===== config.mk =====
export PLATFORM = sky130hd
export DESIGN_NAME = div_issue_ctrl
export DESIGN_NICKNAME = d
export VERILOG_FILES = /design/src/rtl/div_issue_ctrl.sv
export SDC_FILE = /design/constraint.sdc
export NUM_CORES = 1
export LEC_CHECK = 0
export CORE_UTILIZATION = 43
export DETAILED_ROUTE_END_ITERATION = 8
export GPL_TIMING_DRIVEN = 0
export PLACE_DENSITY = 0.82
export SLEW_MARGIN = 5
export SYNTH_ARGS = -nofsm -noshare
export SYNTH_HDL_FRONTEND = slang
export SYNTH_SLANG_ARGS = --single-unit

===== constraint.sdc =====
create_clock -name clk -period 5 [get_ports clk]
set_clock_uncertainty 0.1 [all_clocks]
set_input_delay 1.5 -clock clk [delete_from_list [all_inputs] [get_ports clk]]
set_output_delay 1.5 -clock clk [all_outputs]
set_load 0.005 [all_outputs]

===== src/rtl/div_issue_ctrl.sv =====
// -----------------------------------------------------------------------------
// div_issue_ctrl
//
// Issue and writeback controller around the iterative RV32M divider in the
// execute stage. A DIV/DIVU/REM/REMU request is accepted in IDLE. If the
// result is architecturally fixed (divide by zero, or signed overflow
// 0x8000_0000 / -1), it is produced locally and written back on the next
// cycle. Otherwise the divider is launched with a one-cycle start pulse. The
// controller then waits for div_done_i and writes back either the quotient or
// the remainder. The upstream pipeline is stalled while a division is
// outstanding.
//
// Ports
//   clk, rst            clock; asynchronous active-high reset
//   req_valid_i         divide request present
//   req_op_i            00 DIV, 01 DIVU, 10 REM, 11 REMU
//   req_rs1_i/rs2_i     dividend / divisor
//   req_rd_i            destination register
//   req_ready_o         high in IDLE; request taken when req_valid_i is also high
//   flush_i             kill the in-flight operation (no writeback)
//   stall_o             hold upstream while ISSUE / WAIT / DRAIN
//   div_start_o         one-cycle launch pulse to the divider
//   div_dividend_o      divider dividend, stable for the whole operation
//   div_divisor_o       divider divisor, stable for the whole operation
//   div_signed_o        divider signed mode
//   div_busy_i          divider busy; launch is held off while high
//   div_done_i          divider result valid (level)
//   div_quot_i/rem_i    divider quotient / remainder
//   wb_valid_o          single-cycle writeback strobe
//   wb_rd_o, wb_data_o  writeback register and data
// -----------------------------------------------------------------------------
module div_issue_ctrl #(
  parameter int DW = 32,
  parameter int RW = 5
) (
  input  logic          clk,
  input  logic          rst,
  input  logic          req_valid_i,
  input  logic [1:0]    req_op_i,
  input  logic [DW-1:0] req_rs1_i,
  input  logic [DW-1:0] req_rs2_i,
  input  logic [RW-1:0] req_rd_i,
  output logic          req_ready_o,
  input  logic          flush_i,
  output logic          stall_o,
  output logic          div_start_o,
  output logic [DW-1:0] div_dividend_o,
  output logic [DW-1:0] div_divisor_o,
  output logic          div_signed_o,
  input  logic          div_busy_i,
  input  logic          div_done_i,
  input  logic [DW-1:0] div_quot_i,
  input  logic [DW-1:0] div_rem_i,
  output logic          wb_valid_o,
  output logic [RW-1:0] wb_rd_o,
  output logic [DW-1:0] wb_data_o
);

  typedef enum logic [2:0] {
    IDLE,
    ISSUE,
    WAIT,
    RESP,
    DRAIN
  } state_t;

  localparam logic signed [DW-1:0] SMIN  = {1'b1, {(DW-1){1'b0}}};
  localparam logic signed [DW-1:0] SNEG1 = '1;

  // Signed overflow: most negative dividend divided by -1.
  function automatic logic is_ovf(input logic sgn,
                                  input logic signed [DW-1:0] a,
                                  input logic signed [DW-1:0] b);
    return sgn && (a == SMIN) && (b == SNEG1);
  endfunction

  // Architecturally fixed result for the two cases resolved without the divider.
  // Divide by zero: q = all ones, r = dividend. Overflow: q = SMIN, r = 0.
  function automatic logic [DW-1:0] fast_result(input logic rem_sel,
                                                input logic [DW-1:0] a,
                                                input logic [DW-1:0] b);
    logic [DW-1:0] q;
    logic [DW-1:0] r;
    if (b == '0) begin
      q = '1;
      r = a;
    end else begin
      q = SMIN;
      r = '0;
    end
    return rem_sel ? r : q;
  endfunction

  function automatic logic [DW-1:0] sel_result(input logic rem_sel,
                                               input logic [DW-1:0] q,
                                               input logic [DW-1:0] r);
    return rem_sel ? r : q;
  endfunction

  state_t        state;
  logic          rem_sel_q;
  logic [RW-1:0] rd_q;
  logic          wb_valid_q;
  logic          fast_hit;

  assign fast_hit = (req_rs2_i == '0) ||
                    is_ovf(~req_op_i[0], req_rs1_i, req_rs2_i);

  assign req_ready_o = (state == IDLE);
  assign stall_o     = (state == ISSUE) || (state == WAIT) || (state == DRAIN);
  // A flush landing in the response cycle still has to suppress the write.
  assign wb_valid_o  = wb_valid_q & ~flush_i;

  // Controller: accept, launch, wait, respond
  always_ff @(posedge clk or posedge rst) begin
    if (rst) begin
      state          <= IDLE;
      rem_sel_q      <= 1'b0;
      rd_q           <= '0;
      div_start_o    <= 1'b0;
      div_dividend_o <= '0;
      div_divisor_o  <= '0;
      div_signed_o   <= 1'b0;
      wb_valid_q     <= 1'b0;
      wb_rd_o        <= '0;
      wb_data_o      <= '0;
    end else begin
      div_start_o <= 1'b0;
      wb_valid_q  <= 1'b0;
      case (state)
        IDLE: begin
          if (req_valid_i && !flush_i) begin
            rem_sel_q      <= req_op_i[1];
            rd_q           <= req_rd_i;
            div_dividend_o <= req_rs1_i;
            div_divisor_o  <= req_rs2_i;
            div_signed_o   <= ~req_op_i[0];
            if (fast_hit) begin
              wb_valid_q <= 1'b1;
              wb_rd_o    <= req_rd_i;
              wb_data_o  <= fast_result(req_op_i[1], req_rs1_i, req_rs2_i);
              state      <= RESP;
            end else begin
              // Launch straight away when the divider is free, so the start
              // pulse lands in the first ISSUE cycle.
              div_start_o <= ~div_busy_i;
              state       <= ISSUE;
            end
          end
        end

        ISSUE: begin
          if (div_start_o) begin
            // The divider has already seen the start; it cannot be aborted.
            state <= flush_i ? DRAIN : WAIT;
          end else if (flush_i) begin
            state <= IDLE;
          end else if (!div_busy_i) begin
            div_start_o <= 1'b1;
          end
        end

        WAIT: begin
          if (div_done_i) begin
            if (flush_i) begin
              state <= IDLE;
            end else begin
              wb_valid_q <= 1'b1;
              wb_rd_o    <= rd_q;
              wb_data_o  <= sel_result(rem_sel_q, div_quot_i, div_rem_i);
              state      <= RESP;
            end
          end else if (flush_i) begin
            state <= DRAIN;
          end
        end

        RESP: begin
          state <= IDLE;
        end

        DRAIN: begin
          // Result of a killed division is discarded.
          if (div_done_i) begin
            state <= IDLE;
          end
        end

        default: begin
          state <= IDLE;
        end
      endcase
    end
  end

endmodule


==> run_results.csv <==
group,metric,value,unit
run_status,status,"finished, final reports clean",
die,initial_core_util,44.3,%
finish,nFillCells,958,
global_route,grt_max_degree,75,
placed_design,place_area,8320,um^2
die,rows,41,
cts,h-tree-depth,4,
die,pin_count,247,
power_and_ir_drop,power_density,400,nW/um^2
critical_path,arrival,2740,ps
critical_path,cp_slowest_cell,"clkdlybuf4s50_1",
drt,drt_iter0_drc,260,
finish,final_cell_mix,"clkdlybuf4s50_1 (246), dfrtp_1 (113), mux2_1 (74)",
logic_synthesis,yosys_warnings,0,
logic_synthesis,syn_nets,642,
timing,relSlewSlack,43.0,%
global_route,antenna_found_initial,0,
logic_synthesis,async_flop_share,100,%
timing,worst_pin_slew,855,ps
placed_design,portBuffers,246,
power_and_ir_drop,ir_drop,0.000326,V
timing,fmax,0.230,GHz
power_and_ir_drop,leakage,3.98,nW
cts,path_clk_slew,50,ps
logic_synthesis,ys_types,36,
critical_path,crit_path_cell_trace,"clkdlybuf4s50_1, nor2b_1, clkdlybuf4s50_1",
finish,area_delta_synth_final,58.4,%
finish,final_common_cell,"clkdlybuf4s50_1",
timing,hold_ws,371,ps
drt,drc_errors,0,
timing,hold_viol_final,0,
min_path,hold_class,"reg2reg",
logic_synthesis,syn-instance-count,501,
logic_synthesis,syn_area_per_cell,11.2,um^2
die,die_h,116,um
cts,insertion_delay,420,ps
cts,cts_tree,"built",
critical_path,start_kind,"input port",
timing,final_max_slew_viol_count,0,
logic_synthesis,yosys_register_bits,113,
cts,cts_hold_buf,0,
drt,via_per_inst,5.16,
timing,finalCritPeriodShare,86.8,%
cts,clock-sinks,113,
cts,cts_buffer_depth,2,
finish,drive_above_1_share,5.13,%
placed_design,gp_congestion,0.809,
flow_run,cap_violations,0,
die,die_area,13500,um^2
placed_design,dp_hpwl,13.1,mm
logic_synthesis,yosysSeqAreaShare,50.4,%
logic_synthesis,synthFlopType,"dfrtp_1",
finish,nets,908,
critical_path,path_common_cell,"clkdlybuf4s50_1",
global_route,grt_overflow,0,
finish,utilization,70.1,%
global_route,grt_pass1_vias,5069,
cts,cts_setup_buffers,0,
cts,cts_buffers,17,
timing,setup_violations,0,
drt,vias,4905,
global_route,grt_pass1_wl,26.3,mm
drt,dr.pass1.iters,4,
drt,drt_wl_total,17.1,mm
critical_path,critPathCaptureType,"output port",
logic_synthesis,syn_area,5610,um^2
critical_path,worst_path_largest_cell_delay,540,ps
critical_path,path_max_fanout,7,
cts,root_buffer,"clkbuf_16",
critical_path,worstSetupPathType,"in2out",
drt,wire_per_inst,18.0,um
finish,n_antenna_cell,0,
critical_path,required,3400,ps
global_route,grt_usage,26.4,%
cts,cts_resized,0,
die,core-area,12700,um^2
finish,fin_area,8880,um^2
die,die_width,116,um
timing,fin_crit,4340,ps
timing,rsz0062_at_grt,"no",
logic_synthesis,synth_edf_count,0,
drt,ant_nets,0,
[area by class of cell]
cell class                      count  area [um^2]  share of cell area [%]
Buffer                             33          150                    1.69
Tap cell                          172          215                    2.42
Multi-Input combinational cell    319         2500                    28.1
Clock inverter                      6         80.1                   0.901
Inverter                           36          140                    1.58
Timing Repair Buffer              247         2490                    28.0
Clock buffer                       25          485                    5.46
Sequential cell                   113         2830                    31.8
[sequential cells by signal, summed over array words and instances (netlist names)]
name / flops
div_dividend_o: 32
rem_sel_q: 1
wb_valid_q: 1
div_signed_o: 1
div_divisor_o: 32
state: 3
wb_data_o: 32
div_start_o: 1
wb_rd_o: 5
rd_q: 5
[logic make-up after synthesis]
logic type             synth area share (%)
multiplexers                           27.0
AND/OR/NAND/NOR                        12.2
flip-flops                             50.4
buffers and inverters                  5.09
AO/OA/AOI/OAI                          5.13
XOR/XNOR                              0.156
[layer usage]
metal,vias to the layer above,share of wire (%),routed length [um],GRT usage (%)
met5,-,0,0,0
met4,0,2.2,385,11.0
met3,30,7.1,1220,8.04
met2,179,50,8590,45.0
met1,2389,40,6930,30.9
li1,2307,-,-,-
[Yosys cell counts (3+ instances only)]
cell	number	area, um^2
nor2b_1	3	18.8
mux2_1	74	833
dfrtp_1	113	2830
mux2i_1	66	661
inv_1	35	131
buf_1	7	26.3
nand4_1	8	50.1
clkbuf_1	17	63.8
nor4_1	17	106
nor2_1	39	146
a31oi_1	33	206
nand2_1	21	78.8
o21ai_1	3	15.0
buf_2	6	30.0
nand2b_1	31	194
[worst paths after layout]
path | to | from | slack [ps] | cells after the start
max | wb_valid_o | flush_i | 660 | 3
min | rd_q[1]$_DFFE_PP0P_ | rd_q[1]$_DFFE_PP0P_ | 370 | 2
max reg2reg | div_dividend_o[26]$_DFFE_PP0P_ | state[0]$_DFFE_PP0P_ | 2470 | 6
min reg2reg | rd_q[1]$_DFFE_PP0P_ | rd_q[1]$_DFFE_PP0P_ | 370 | 2
max in group asynchronous | div_dividend_o[16]$_DFFE_PP0P_ | rst | 2740 | 3
min in group asynchronous | div_divisor_o[19]$_DFFE_PP0P_ | rst | 1360 | 2
[worst max-delay path: cells and delay by family]
kind	cells	cell delay, ps
buffers and inverters	2	1070
AND/OR/NAND/NOR	1	170
[per-stage QoR]
| step | cells | power, W | setup TNS [ps] | worst slack [ps] |
|---|---|---|---|---|
| CTS | 951 | 0.00358 | 0 | 680 |
| detailed placement | 920 | 0.00240 | 0 | 696 |
| finish | 951 | 0.00355 | 0 | 658 |
| global route | 951 | 0.00372 | 0 | 630 |
| floorplan | 501 | 0.00166 | 0 | 413 |
| global placement | 919 | 0.00236 | -129390 | -1160 |
[report_power, final]
part,internal [W],switching (W),total [W]
combinational,0.000691,0.000394,0.00108
sequential,0.00116,0.000137,0.00130
clock,0.000764,0.000399,0.00116
(Power assumes the default switching activity.)
